<file path="src/rtl/img_pkg.sv">
// rtl/img_pkg.sv - shared state type and timing helpers for the image stream generator
package img_pkg;

  typedef enum logic [2:0] {
    ST_IDLE,
    ST_VSYNC,
    ST_VBACK,
    ST_ACTIVE,
    ST_HBLANK,
    ST_VFRONT
  } state_e;

  function automatic int line_len(input int h_active, input int hb_len);
    return h_active + hb_len;
  endfunction

  function automatic int frame_len(input int h_active, input int hb_len, input int v_active,
                                   input int vs_len, input int vb_len, input int vf_len);
    return (vs_len + vb_len + v_active + vf_len) * line_len(h_active, hb_len);
  endfunction

  // Longest span the shared blanking counter has to cover, in cycles.
  function automatic int blank_max(input int h_active, input int hb_len,
                                   input int vs_len, input int vb_len, input int vf_len);
    int m;
    m = vs_len;
    if (vb_len > m) m = vb_len;
    if (vf_len > m) m = vf_len;
    m = m * line_len(h_active, hb_len);
    if (hb_len > m) m = hb_len;
    return m;
  endfunction

  function automatic int cnt_width(input int n);
    return (n <= 2) ? 1 : $clog2(n);
  endfunction

endpackage

</file>
<file path="src/rtl/img_stream_gen.sv">
// rtl/img_stream_gen.sv - valid/ready pixel source to vsync/href/clken frame stream
module img_stream_gen
  import img_pkg::*;
#(
  parameter int DATA_WIDTH = 8,
  parameter int H_ACTIVE   = 640,
  parameter int V_ACTIVE   = 480,
  parameter int HB_LEN     = 160,
  parameter int VS_LEN     = 2,
  parameter int VB_LEN     = 10,
  parameter int VF_LEN     = 10
) (
  input  logic                  clk,
  input  logic                  rst,
  input  logic                  enable,
  input  logic                  s_valid,
  input  logic [DATA_WIDTH-1:0] s_data,
  output logic                  s_ready,
  output logic                  per_frame_vsync,
  output logic                  per_frame_href,
  output logic                  per_frame_clken,
  output logic [DATA_WIDTH-1:0] per_img_y,
  output logic                  frame_done
);

  localparam int LINE_LEN = line_len(H_ACTIVE, HB_LEN);
  localparam int BLK_MAX  = blank_max(H_ACTIVE, HB_LEN, VS_LEN, VB_LEN, VF_LEN);
  localparam int BW       = cnt_width(BLK_MAX);
  localparam int PW       = cnt_width(H_ACTIVE);
  localparam int LW       = cnt_width(V_ACTIVE);

  localparam logic [BW-1:0] VS_LAST   = BW'(VS_LEN * LINE_LEN - 1);
  localparam logic [BW-1:0] VB_LAST   = BW'(VB_LEN * LINE_LEN - 1);
  localparam logic [BW-1:0] VF_LAST   = BW'(VF_LEN * LINE_LEN - 1);
  localparam logic [BW-1:0] HB_LAST   = BW'(HB_LEN - 1);
  localparam logic [PW-1:0] PIX_LAST  = PW'(H_ACTIVE - 1);
  localparam logic [LW-1:0] LINE_LAST = LW'(V_ACTIVE - 1);

  state_e                  state_q, state_d;
  logic [BW-1:0]           blk_q, blk_d;
  logic [PW-1:0]           pix_q, pix_d;
  logic [LW-1:0]           line_q, line_d;
  logic                    vsync_q, href_q, clken_q, done_q;
  logic [DATA_WIDTH-1:0]   y_q;
  logic                    hs;
  logic                    frame_end;

  assign s_ready   = (state_q == ST_ACTIVE);
  assign hs        = s_valid & s_ready;
  assign frame_end = (state_q == ST_VFRONT) && (blk_q == VF_LAST);

  // Blanking is timed by blk_q alone, so upstream stalls only stretch ACTIVE.
  always_comb begin
    state_d = state_q;
    blk_d   = blk_q;
    pix_d   = pix_q;
    line_d  = line_q;
    case (state_q)
      ST_IDLE: begin
        if (enable) begin
          state_d = ST_VSYNC;
          blk_d   = '0;
        end
      end
      ST_VSYNC: begin
        if (blk_q == VS_LAST) begin
          state_d = ST_VBACK;
          blk_d   = '0;
        end else begin
          blk_d = blk_q + BW'(1);
        end
      end
      ST_VBACK: begin
        if (blk_q == VB_LAST) begin
          state_d = ST_ACTIVE;
          blk_d   = '0;
          pix_d   = '0;
          line_d  = '0;
        end else begin
          blk_d = blk_q + BW'(1);
        end
      end
      ST_ACTIVE: begin
        if (hs) begin
          if (pix_q == PIX_LAST) begin
            state_d = ST_HBLANK;
            pix_d   = '0;
            blk_d   = '0;
          end else begin
            pix_d = pix_q + PW'(1);
          end
        end
      end
      ST_HBLANK: begin
        if (blk_q == HB_LAST) begin
          blk_d = '0;
          if (line_q == LINE_LAST) begin
            state_d = ST_VFRONT;
          end else begin
            state_d = ST_ACTIVE;
            line_d  = line_q + LW'(1);
          end
        end else begin
          blk_d = blk_q + BW'(1);
        end
      end
      ST_VFRONT: begin
        if (frame_end) begin
          blk_d   = '0;
          line_d  = '0;
          state_d = enable ? ST_VSYNC : ST_IDLE;
        end else begin
          blk_d = blk_q + BW'(1);
        end
      end
      default: state_d = ST_IDLE;
    endcase
  end

  always_ff @(posedge clk) begin
    if (rst) begin
      state_q <= ST_IDLE;
      blk_q   <= '0;
      pix_q   <= '0;
      line_q  <= '0;
      vsync_q <= 1'b0;
      href_q  <= 1'b0;
      clken_q <= 1'b0;
      done_q  <= 1'b0;
      y_q     <= '0;
    end else begin
      state_q <= state_d;
      blk_q   <= blk_d;
      pix_q   <= pix_d;
      line_q  <= line_d;
      vsync_q <= (state_q == ST_VSYNC);
      href_q  <= (state_q == ST_ACTIVE);
      clken_q <= hs;
      done_q  <= frame_end;
      if (hs) y_q <= s_data;
    end
  end

  assign per_frame_vsync = vsync_q;
  assign per_frame_href  = href_q;
  assign per_frame_clken = clken_q;
  assign per_img_y       = y_q;
  assign frame_done      = done_q;

endmodule

</file>
<file path="config.mk">
export PLATFORM = sky130hd
export DESIGN_NAME = img_stream_gen
export DESIGN_NICKNAME = d
export VERILOG_FILES = /design/src/rtl/img_pkg.sv /design/src/rtl/img_stream_gen.sv
export SDC_FILE = /design/constraint.sdc
export NUM_CORES = 1
export LEC_CHECK = 0
export CORE_MARGIN = 4
export CORE_UTILIZATION = 30
export DETAILED_ROUTE_END_ITERATION = 12
export PLACE_DENSITY_LB_ADDON = 0.08
export SYNTH_ARGS = -nofsm -noshare
export SYNTH_HDL_FRONTEND = slang
export SYNTH_SLANG_ARGS = --single-unit
</file>
<file path="constraint.sdc">
create_clock -name clk -period 1.9 [get_ports clk]
set_input_delay 0.285 -clock clk [delete_from_list [all_inputs] [get_ports clk]]
set_output_delay 0.285 -clock clk [all_outputs]
set_load 0.01 [all_outputs]
</file>
==> flow_metrics.py <==
metrics = {
    "route": {
        "remaining_drc_errors": 0,
        "drt_wl_total_mm": 5.954,
        "drt_iter0_markers": 69,
        "wire_per_inst_um": 13.00,
        "ant_nets": 0,
        "first_pass_iters": 4,
        "via_count": 2217,
        "via_per_inst": 4.841,
    },
    "placement": {
        "port_buffers": 24,
        "dp.cells": 443,
        "dp_hpwl_mm": 4.274,
        "post-place-ws_ps": -226.4,
        "place.gp.congestion": 0.8162,
        "placed_cell_area_um2": 3089,
    },
    "outcome": {
        "violations": "setup timing",
        "outcome": "complete, but fails checks",
    },
    "die": {
        "initial_core_util_pct": 31.46,
        "die_area_um2": 9244,
        "core_um2": 7408,
        "fp.dieH_um": 96.15,
        "boundaryPins": 25,
        "rows": 31,
        "fp.dieW_um": 96.15,
    },
    "synthesis": {
        "synth_edf_count": 0,
        "yosysTopAreaCell": "dfxtp_1",
        "ys_seq_area_share_pct": 40.37,
        "ys_seq_elements": 47,
        "synth_top_area_share_pct": 40.37,
        "synth-async-reset-ratio_pct": 0,
        "netlist_instances": 274,
        "avgSynthCellArea_um2": 8.507,
        "synth_top_flop_cell": "dfxtp_1",
        "ys_top_cells_by_area": "dfxtp_1, a21oi_1, nand2_1, nor2_1, xor2_1",
        "synth_nets": 289,
        "netlist_area_um2": 2331,
        "ys_warn_count": 0,
        "ys_types": 55,
    },
    "grt": {
        "grt.total_usage_pct": 13.53,
        "grt_pass1_wl_mm": 9.867,
        "gr-usage-met2_pct": 20.01,
        "grt_max_degree": 21,
        "grt_use_met3_pct": 2.737,
        "busiest_layer": "met2",
        "antenna_found_initial": 0,
        "grt_pass1_vias": 2022,
        "use_met1_pct": 19.82,
        "grt_overflow": 0,
    },
    "sta": {
        "final_max_slew_viol_count": 0,
        "setup_viol": 2,
        "finalWorstSetupSlack_ps": -11.84,
        "finalCritPeriodShare_pct": 100.6,
        "worst_slew_pin_slew_ps": 369.5,
        "max_clock_freq_ghz": 0.5231,
        "holdWs_ps": 458.3,
        "fin_setup_tns_ps": -12.57,
        "skew_ps": 7.332,
        "rsz0062_at_grt": "true",
        "slew_headroom_pct": 75.36,
        "hold_viol": 0,
        "post-route-min-period_ps": 1912,
    },
    "clock_network": {
        "cts_tree": "done",
        "cts.clk_slew.worst_paths_ps": 90,
        "cts.sinks": 47,
        "ctsHoldBuffers": 0,
        "htree_levels": 2,
        "clockBufferDepth": 2,
        "root_buffer": "clkbuf_8",
        "cts-buffers-inserted": 5,
        "clock_latency_ps": 300,
    },
    "worst_setup_path": {
        "cp.arrival_ps": 2140,
        "critPathRequiredTime_ps": 2130,
        "end_kind": "register",
        "cp-start-kind": "register",
        "r2r_slack_ps": -10,
        "crit_fanout": 4,
        "critPathKind": "register to register",
    },
    "final_layout": {
        "final_cell_mix": "buf_4, dfxtp_1, nand2_1, nor2_1, clkdlybuf4s50_1",
        "final_common_cell": "buf_4",
        "fin_area_um2": 3426,
        "nFillCells": 751,
        "syn_to_final_growth_pct": 46.97,
        "stdcell_count": 458,
        "n_antenna_cell": 0,
        "drive_gt1_share_pct": 32.31,
        "nNetsFinal": 373,
    },
    "pwr": {
        "ir_drop_mv": 0.3584,
        "power_density_nw_per_um2": 719.2,
        "p_leak_nw": 1.257,
    },
    "min_path": {
        "hold_class": "register to register",
    },
    "job": {
        "max_cap_viol_count": 0,
    },
}
## cell families (layout without fill, tap and decap cells)
logic type | count (synthesis) | count (layout) | share of synthesized area, %
buf+inv | 18 | 101 | 3.918
fa+ha+maj | 3 | 3 | 1.610
xor+xnor | 21 | 21 | 7.890
simple gates | 130 | 130 | 30.11
mux | 1 | 1 | 0.4831
compound gates | 54 | 56 | 15.62
flops | 47 | 47 | 40.36
## sequential cells by signal (all words and copies together) (netlist names)
register and cells:
state_q 3, per_frame_href 1, line_q 9, pix_q 10, per_img_y 8, frame_done 1, per_frame_vsync 1, blk_q 13
per_frame_clken 1
## worst max-delay path, cell delays in order, from the launching register on
cell     delay (ps)
dfxtp_2         360
ha_4            140
buf_4           100
and3_2          240
a41oi_2         170
a21oi_4         160
and3_4          220
mux2_2          340
a21oi_2         110
## cells in the mapped netlist (2+ instances only)
cell      count
nor3_1        7
o21ai_2       2
o21bai_1      3
nor4_1        2
or3b_2        2
buf_4         2
xor2_1       11
and3_1        4
and4_1        3
and2_1        2
clkbuf_1      2
or3_1         6
o21ai_0      10
buf_2         5
or4_1         2
o211ai_1      2
clkbuf_2      2
xnor2_1      10
nand3b_1      3
nor3b_1       2
a21oi_1      24
inv_1         5
ha_1          3
o31ai_1       2
nor2_1       31
nand4_1       6
nand2_1      31
dfxtp_1      47
nand3_1      17
## routing by layer
| layer | routed length (um) | up-vias |
|---|---|---|
| li1 | - | 1141 |
| met2 | 2590 | 41 |
| met5 | 0 | - |
| met1 | 3040 | 1031 |
| met4 | 53 | 0 |
| met3 | 269 | 4 |
## what timing repair did
action / CTS / global route
gates cloned: 1 / 1
pin swaps: 7 / 10
setup buffers: 4 / 1
endpoints found under the hold margin: 0 / 0
gates resized for setup: 14 / 31
setup endpoints to repair: 23 / 32
## area by class of cell
type,count,area [um^2],area share (%)
repair buffers,88,740.7,21.62
multi-input cells,211,1510,44.08
well taps,99,123.9,3.616
flip-flops and latches,47,950.9,27.76
inverters,5,18.77,0.5478
clock buffers,7,76.32,2.228
clock inverters,1,5.005,0.1461
## where the power goes
part / switching (mW) / internal (mW) / leakage (nW)
registers: 0.0437 / 1.04 / 0.383
clock network: 0.333 / 0.259 / 0.0422
logic: 0.397 / 0.394 / 0.832
total: 0.773 / 1.69 / 1.26
## stage by stage
step | power (mW) | util [%]
after detailed placement | 1.759 | 41.70
after global placement | 1.760 | 41.70
after floorplan | 1.475 | -
after global routing | 2.609 | 46.24
after CTS | 2.431 | 44.42
final | 2.464 | 46.24
## final timing paths
path / from / to / cells past startpoint
max reg2reg: blk_q[1]$_SDFFE_PP0P_ / state_q[1]$_SDFFE_PP0P_ / 8
max: blk_q[1]$_SDFFE_PP0P_ / state_q[1]$_SDFFE_PP0P_ / 8
min reg2reg: per_img_y[0]$_SDFFE_PP0P_ / per_img_y[0]$_SDFFE_PP0P_ / 2
min: per_img_y[0]$_SDFFE_PP0P_ / per_img_y[0]$_SDFFE_PP0P_ / 2
(Power assumes the default switching activity.)
